**src/rtl/ppg.sv**
```systemverilog
`default_nettype none
// +-----------------------------------------------------------------------------+
// | Module   : ppg                                                              |
// | Brief    : Radix-4 Booth partial-product generator, signed 8x8 MAC lane.    |
// | Revision : 1.0 - initial release                                            |
// +-----------------------------------------------------------------------------+
module ppg (
  input  logic        clk,
  input  logic        reset,
  input  logic [7:0]  multiplicand,
  input  logic [7:0]  multiplier,
  output logic [10:0] pp0,
  output logic [8:0]  pp1,
  output logic [8:0]  pp2,
  output logic [8:0]  pp3,
  output logic        neg0,
  output logic        neg1,
  output logic        neg2,
  output logic        neg3,
  output logic [10:0] pp0_q,
  output logic [8:0]  pp1_q,
  output logic [8:0]  pp2_q,
  output logic [8:0]  pp3_q,
  output logic        neg0_q,
  output logic        neg1_q,
  output logic        neg2_q,
  output logic        neg3_q
);

  // Returns {neg, P}; negative digits use one's complement, the +1 goes out on neg.
  function automatic logic [9:0] booth_sel(input logic [2:0] grp,
                                           input logic [8:0] m1,
                                           input logic [8:0] m2);
    logic [9:0] r;
    r = 10'h000;
    case (grp)
      3'b001, 3'b010: r = {1'b0, m1};
      3'b011:         r = {1'b0, m2};
      3'b100:         r = {1'b1, ~m2};
      3'b101, 3'b110: r = {1'b1, ~m1};
      default:        r = 10'h000;
    endcase
    return r;
  endfunction

  logic [8:0] w_m1;
  logic [8:0] w_m2;
  logic [8:0] w_y_ext;
  logic [8:0] w_p [4];
  logic [3:0] w_neg;

  assign w_m1    = {multiplicand[7], multiplicand};
  assign w_m2    = {multiplicand, 1'b0};
  assign w_y_ext = {multiplier, 1'b0};

  for (genvar i = 0; i < 4; i++) begin : g_booth
    assign {w_neg[i], w_p[i]} = booth_sel(w_y_ext[2*i+2 -: 3], w_m1, w_m2);
  end

  // Inverted-sign encoding removes the need for sign extension in the compressor.
  assign pp0  = {~w_p[0][8], w_p[0][8], w_p[0]};
  assign pp1  = {~w_p[1][8], w_p[1][7:0]};
  assign pp2  = {~w_p[2][8], w_p[2][7:0]};
  assign pp3  = {~w_p[3][8], w_p[3][7:0]};
  assign neg0 = w_neg[0];
  assign neg1 = w_neg[1];
  assign neg2 = w_neg[2];
  assign neg3 = w_neg[3];

  always_ff @(posedge clk) begin
    if (reset) begin
      pp0_q  <= 11'h000;
      pp1_q  <= 9'h000;
      pp2_q  <= 9'h000;
      pp3_q  <= 9'h000;
      neg0_q <= 1'b0;
      neg1_q <= 1'b0;
      neg2_q <= 1'b0;
      neg3_q <= 1'b0;
    end else begin
      pp0_q  <= pp0;
      pp1_q  <= pp1;
      pp2_q  <= pp2;
      pp3_q  <= pp3;
      neg0_q <= neg0;
      neg1_q <= neg1;
      neg2_q <= neg2;
      neg3_q <= neg3;
    end
  end

endmodule
`default_nettype wire

```
**config.mk**
```make
export PLATFORM = sky130hd
export DESIGN_NAME = ppg
export DESIGN_NICKNAME = d
export VERILOG_FILES = /design/src/rtl/ppg.sv
export SDC_FILE = /design/constraint.sdc
export NUM_CORES = 1
export LEC_CHECK = 0
export ABC_AREA = 1
export CAP_MARGIN = 20
export CORE_MARGIN = 2
export CORE_UTILIZATION = 40
export CTS_BUF_LIST = sky130_fd_sc_hd__clkbuf_16
export DETAILED_ROUTE_END_ITERATION = 7
export PLACE_DENSITY = 0.83
export SYNTH_ARGS = -nofsm -noshare
export SYNTH_HDL_FRONTEND = slang
export SYNTH_SLANG_ARGS = --single-unit
```
**constraint.sdc**
```tcl
create_clock -name clk -period 3.1 [get_ports clk]
set_clock_uncertainty 0.2 [all_clocks]
set_input_delay 0.62 -clock clk [delete_from_list [all_inputs] [get_ports clk]]
set_output_delay 0.62 -clock clk [all_outputs]
set_load 0.03 [all_outputs]
```
# Yosys cells after proc, flatten, opt, wreduce, memory -nomap -nowiden
# Cells that the tools add are included.
dict set report totals {
  reg_bits 42
  out_inout_bits 84
  elab_cells 45
}
dict set report classes {
  eq_ne 21
  n_mux 4
  n_bitwise 6
  n_reduce_logical 6
}
# operator n
set op_table {}
lappend op_table {{10-bit case mux with 4 select lines} 3}
lappend op_table {{10-bit case mux with 3 select lines} 1}
lappend op_table {{3-bit equality test (second input constant)} 9}
lappend op_table {{3-bit by 2-bit equality test with 1-bit output (second input constant)} 6}
lappend op_table {{9-bit NOT} 2}
lappend op_table {{2-bit OR reduction} 6}
lappend op_table {{3-bit by 1-bit equality test with 1-bit output (second input constant)} 3}
lappend op_table {{2-bit equality test (second input constant)} 2}
lappend op_table {{1-bit NOT} 4}
lappend op_table {{2-bit by 1-bit equality test with 1-bit output (second input constant)} 1}

# Logic depth before layout (Yosys ltp)
dict set report depth {
  word_depth 4
  depth_mapped 8
}

# Least setup slack after synthesis
# Ideal clock, no wire load.
dict set report synth_timing {
  path_type {input to output}
  startpoint {input multiplier[5]}
  endpoint {output pp3[8]}
  t_arrival_ns 1.721
  required_ns 2.280
  path_slack_ns 0.559
  cell_stages 7
  path_buffers 1
  path_cell_list {buf_4 > nand2_2 > inv_1 > nor2_1 > nand2_1 > nand2_1 > inv_1}
}
dict set report synth_between {
  elab_chain_len 4
  elab_cells_between_ends 10
}
# item line
set synth_rtl {}
lappend synth_rtl {{from (decl)} 11} ;# input logic [7:0] multiplier,
lappend synth_rtl {{3-bit equality test (tied with other cells)} 36} ;# case (grp)
lappend synth_rtl {{2-bit OR reduction} 36}
lappend synth_rtl {{10-bit case mux with 4 select lines *} 36}
lappend synth_rtl {{1-bit NOT *} 64} ;# assign pp3 = {~w_p[3][8], w_p[3][7:0]};
lappend synth_rtl {{to (decl)} 15} ;# output logic [8:0] pp3,
# Every way passes the cells marked *; elsewhere a longest branch is shown, timed or not.

# Worst setup path after layout
dict set report layout_timing {
  startpoint {input multiplier[3]}
  endpoint {output pp2[1]}
}
dict set report layout_between {
  elab_chain_len 3
  elab_cells_between_ends 9
}
# item line
set layout_rtl {}
lappend layout_rtl {{3-bit equality test (tied with other cells)} 36}
lappend layout_rtl {{2-bit OR reduction} 36}
lappend layout_rtl {{10-bit case mux with 4 select lines *} 36}
lappend layout_rtl {{to (decl)} 14} ;# output logic [8:0] pp2,
# Marked as above.

==> impl_metrics.env <==
export IMPL_run_status="finished clean"
export IMPL_first_iter_violations=103
export IMPL_synth_distinct_cells=25
export IMPL_grt_pass1_vias=2668
export IMPL_via_count=2747
export IMPL_cts_buffers=5
export IMPL_fin_area_um2=3570
export IMPL_crit_end="pp2[1]"
export IMPL_worst_slack_ps=101
export IMPL_powerDensity_nw_per_um2=494
export IMPL_worstMarginPinSlew_ps=441
export IMPL_critPathMostFrequentCell="nand2_1"
export IMPL_regArea_um2=821
export IMPL_max_freq_ghz=0.333
export IMPL_hold_worst_slack_ps=675
export IMPL_fin_nets=504
export IMPL_hold_buffers=0
export IMPL_worstPathRequired_ps=2280
export IMPL_synth_enable_flop_cells=0
export IMPL_rsz0062_at_grt="no"
export IMPL_drive_gt1_share_pct=20.5
export IMPL_clk_pin_slew_ps=60
export IMPL_drc=0
export IMPL_dp_cells=554
export IMPL_routedWlPerCell_um=12.6
export IMPL_fin_crit_ps=3000
export IMPL_hold_depth=5
export IMPL_slew_viol_final=0
export IMPL_cap_violations=0
export IMPL_cp_start_kind="input pin"
export IMPL_hp_class="input pin to register"
export IMPL_crit_type="input pin to output port"
export IMPL_place_congestion=0.774
export IMPL_path_max_fanout=8
export IMPL_timing_slew_headroom_pct=70.6
export IMPL_cp_cell_sequence="clkdlybuf4s50_1, inv_2, nand2_2, nand3_2, nand2_1, nand2_1, nand2_1, buf_4"
export IMPL_synthToLayoutAreaGrowth_pct=50.0
export IMPL_core_area_um2=5850
export IMPL_cp_end_kind="output port"
export IMPL_final_common_cell="nand2_1"
export IMPL_viasPerCell=4.89
export IMPL_io_buffers=101
export IMPL_cp_startpoint="multiplier[3]"
export IMPL_fill_cells=525
export IMPL_post_dp_cell_area_um2=3410
export IMPL_ys_seq_area_share_pct=34.5
export IMPL_slowest_delay_ps=670
export IMPL_dieArea_um2=6590
export IMPL_p_total_mw=1.77
export IMPL_postRouteAntennaNets=0
export IMPL_cp_slowest_cell="clkdlybuf4s50_1"
export IMPL_dp_hpwl_mm=5.30
export IMPL_most_common_layout_cells="127 x nand2_1, 59 x clkdlybuf4s50_1, 58 x buf_4"
export IMPL_syn_nets=398
export IMPL_place_ws_ps=50.7
export IMPL_clockRootBuffer="clkbuf_16"
export IMPL_post_cts_buffers=0
export IMPL_async_reset_ff_share_pct=0
export IMPL_antenna_found_initial=0
export IMPL_grt_first_pass_wirelength_mm=11.4
export IMPL_cts_sinks=41
export IMPL_drt_pass1_iter_count=5
export IMPL_ys_ff_latch=41
export IMPL_irDropWorstVdd_v=0.000363
export IMPL_hold_violations=0
export IMPL_die_x_um=81.2
export IMPL_fin_setup_tns_ps=0
export IMPL_syn_area_per_cell_um2=6.27
export IMPL_critical_path_arrival_ps=2180
export IMPL_grt_max_degree=41
export IMPL_clk_path_buf_depth=2
export IMPL_grt_remaining_overflow=0
export IMPL_htree_num_levels=2
export IMPL_rows=28
export IMPL_grt_usage_pct=21.8
export IMPL_synth_ff_type="dfxtp_1"
export IMPL_synth_area_um2=2380
export IMPL_leakagePower_nw=1.86
export IMPL_cts_tree="done"
export IMPL_setup_violations=0
export IMPL_final_core_util_pct=61.1
export IMPL_yosysWarningCount=0
export IMPL_initial_core_util_pct=40.7
export IMPL_ioPinCount=102
export IMPL_synth_cells=380
export IMPL_finalNonFillerCells=562
export IMPL_ctsResizeCount=0
export IMPL_routed_wl_mm=7.10
export IMPL_fp_dieH_um=81.2
export IMPL_finalCritPeriodShare_pct=96.7
export IMPL_multi_input_area_um2=1240
export IMPL_antennaDiodeCount=0
## worst max-delay path: cells and delay by family
kind          cells  cell delay, ps
buf+inv           3             970
simple gates      5             590
## area by class of cell
cell class	instances	share of cell area, %
clock buffers	5	3.50
flip-flops and latches	41	23.0
inverters	55	5.85
repair buffers	119	29.4
clock inverters	3	1.05
multi-input cells	264	34.6
well taps	75	2.63
## where the power goes
part	leakage (nW)	internal [mW]	switching, mW	total, mW
combinational	1.44	0.225	0.395	0.620
sequential	0.341	0.566	0.00984	0.576
clock	0.0826	0.374	0.196	0.570
total	1.86	1.16	0.600	1.77
## sequential cells by signal, summed over array words and instances, names as in the netlist
name	flops
pp3_q	9
neg2_q	1
pp0_q	10
neg3_q	1
pp2_q	9
neg0_q	1
neg1_q	1
pp1_q	9
## per-layer routing
| metal | global-route usage (%) | vias up | part of all wire, % |
|---|---|---|---|
| met1 | 23.8 | 1222 | 39 |
| met4 | 8.64 | 0 | 1.2 |
| met3 | 4.78 | 8 | 7.5 |
| met5 | 0 | - | 0 |
| met2 | 40.6 | 115 | 52 |
| li1 | - | 1402 | - |
## worst min-delay path by stage
| stage | from | endpoint | slack [ps] |
|---|---|---|---|
| floorplan | multiplicand[0] | pp0_q[0]$_SDFF_PP0_ | 570 |
| global placement | multiplicand[3] | pp0_q[3]$_SDFF_PP0_ | 1160 |
| detailed placement | multiplicand[3] | pp0_q[3]$_SDFF_PP0_ | 1170 |
| CTS | multiplicand[3] | pp0_q[3]$_SDFF_PP0_ | 880 |
| global route | multiplier[1] | pp0_q[9]$_SDFF_PP0_ | 700 |
| finish | multiplier[1] | pp0_q[9]$_SDFF_PP0_ | 680 |
## kinds of logic after synthesis
family | Yosys count | synth area share (%)
buf+inv | 75 | 13.7
flops | 41 | 34.5
simple gates | 231 | 43.6
compound gates | 33 | 8.25
## cells in the mapped netlist, types with 5 or more instances
cell | number | area [um^2]
nand2_1 | 127 | 477
nand3_1 | 49 | 245
dfxtp_1 | 41 | 821
inv_1 | 41 | 154
nor2_1 | 25 | 93.8
a21oi_1 | 20 | 100
inv_2 | 12 | 45.0
buf_2 | 9 | 45.0
nand4_1 | 9 | 56.3
nand2_2 | 6 | 37.5
o22ai_1 | 6 | 37.5
a21oi_2 | 5 | 43.8
nor2_4 | 5 | 56.3
Power figures use the tool's default switching activity.
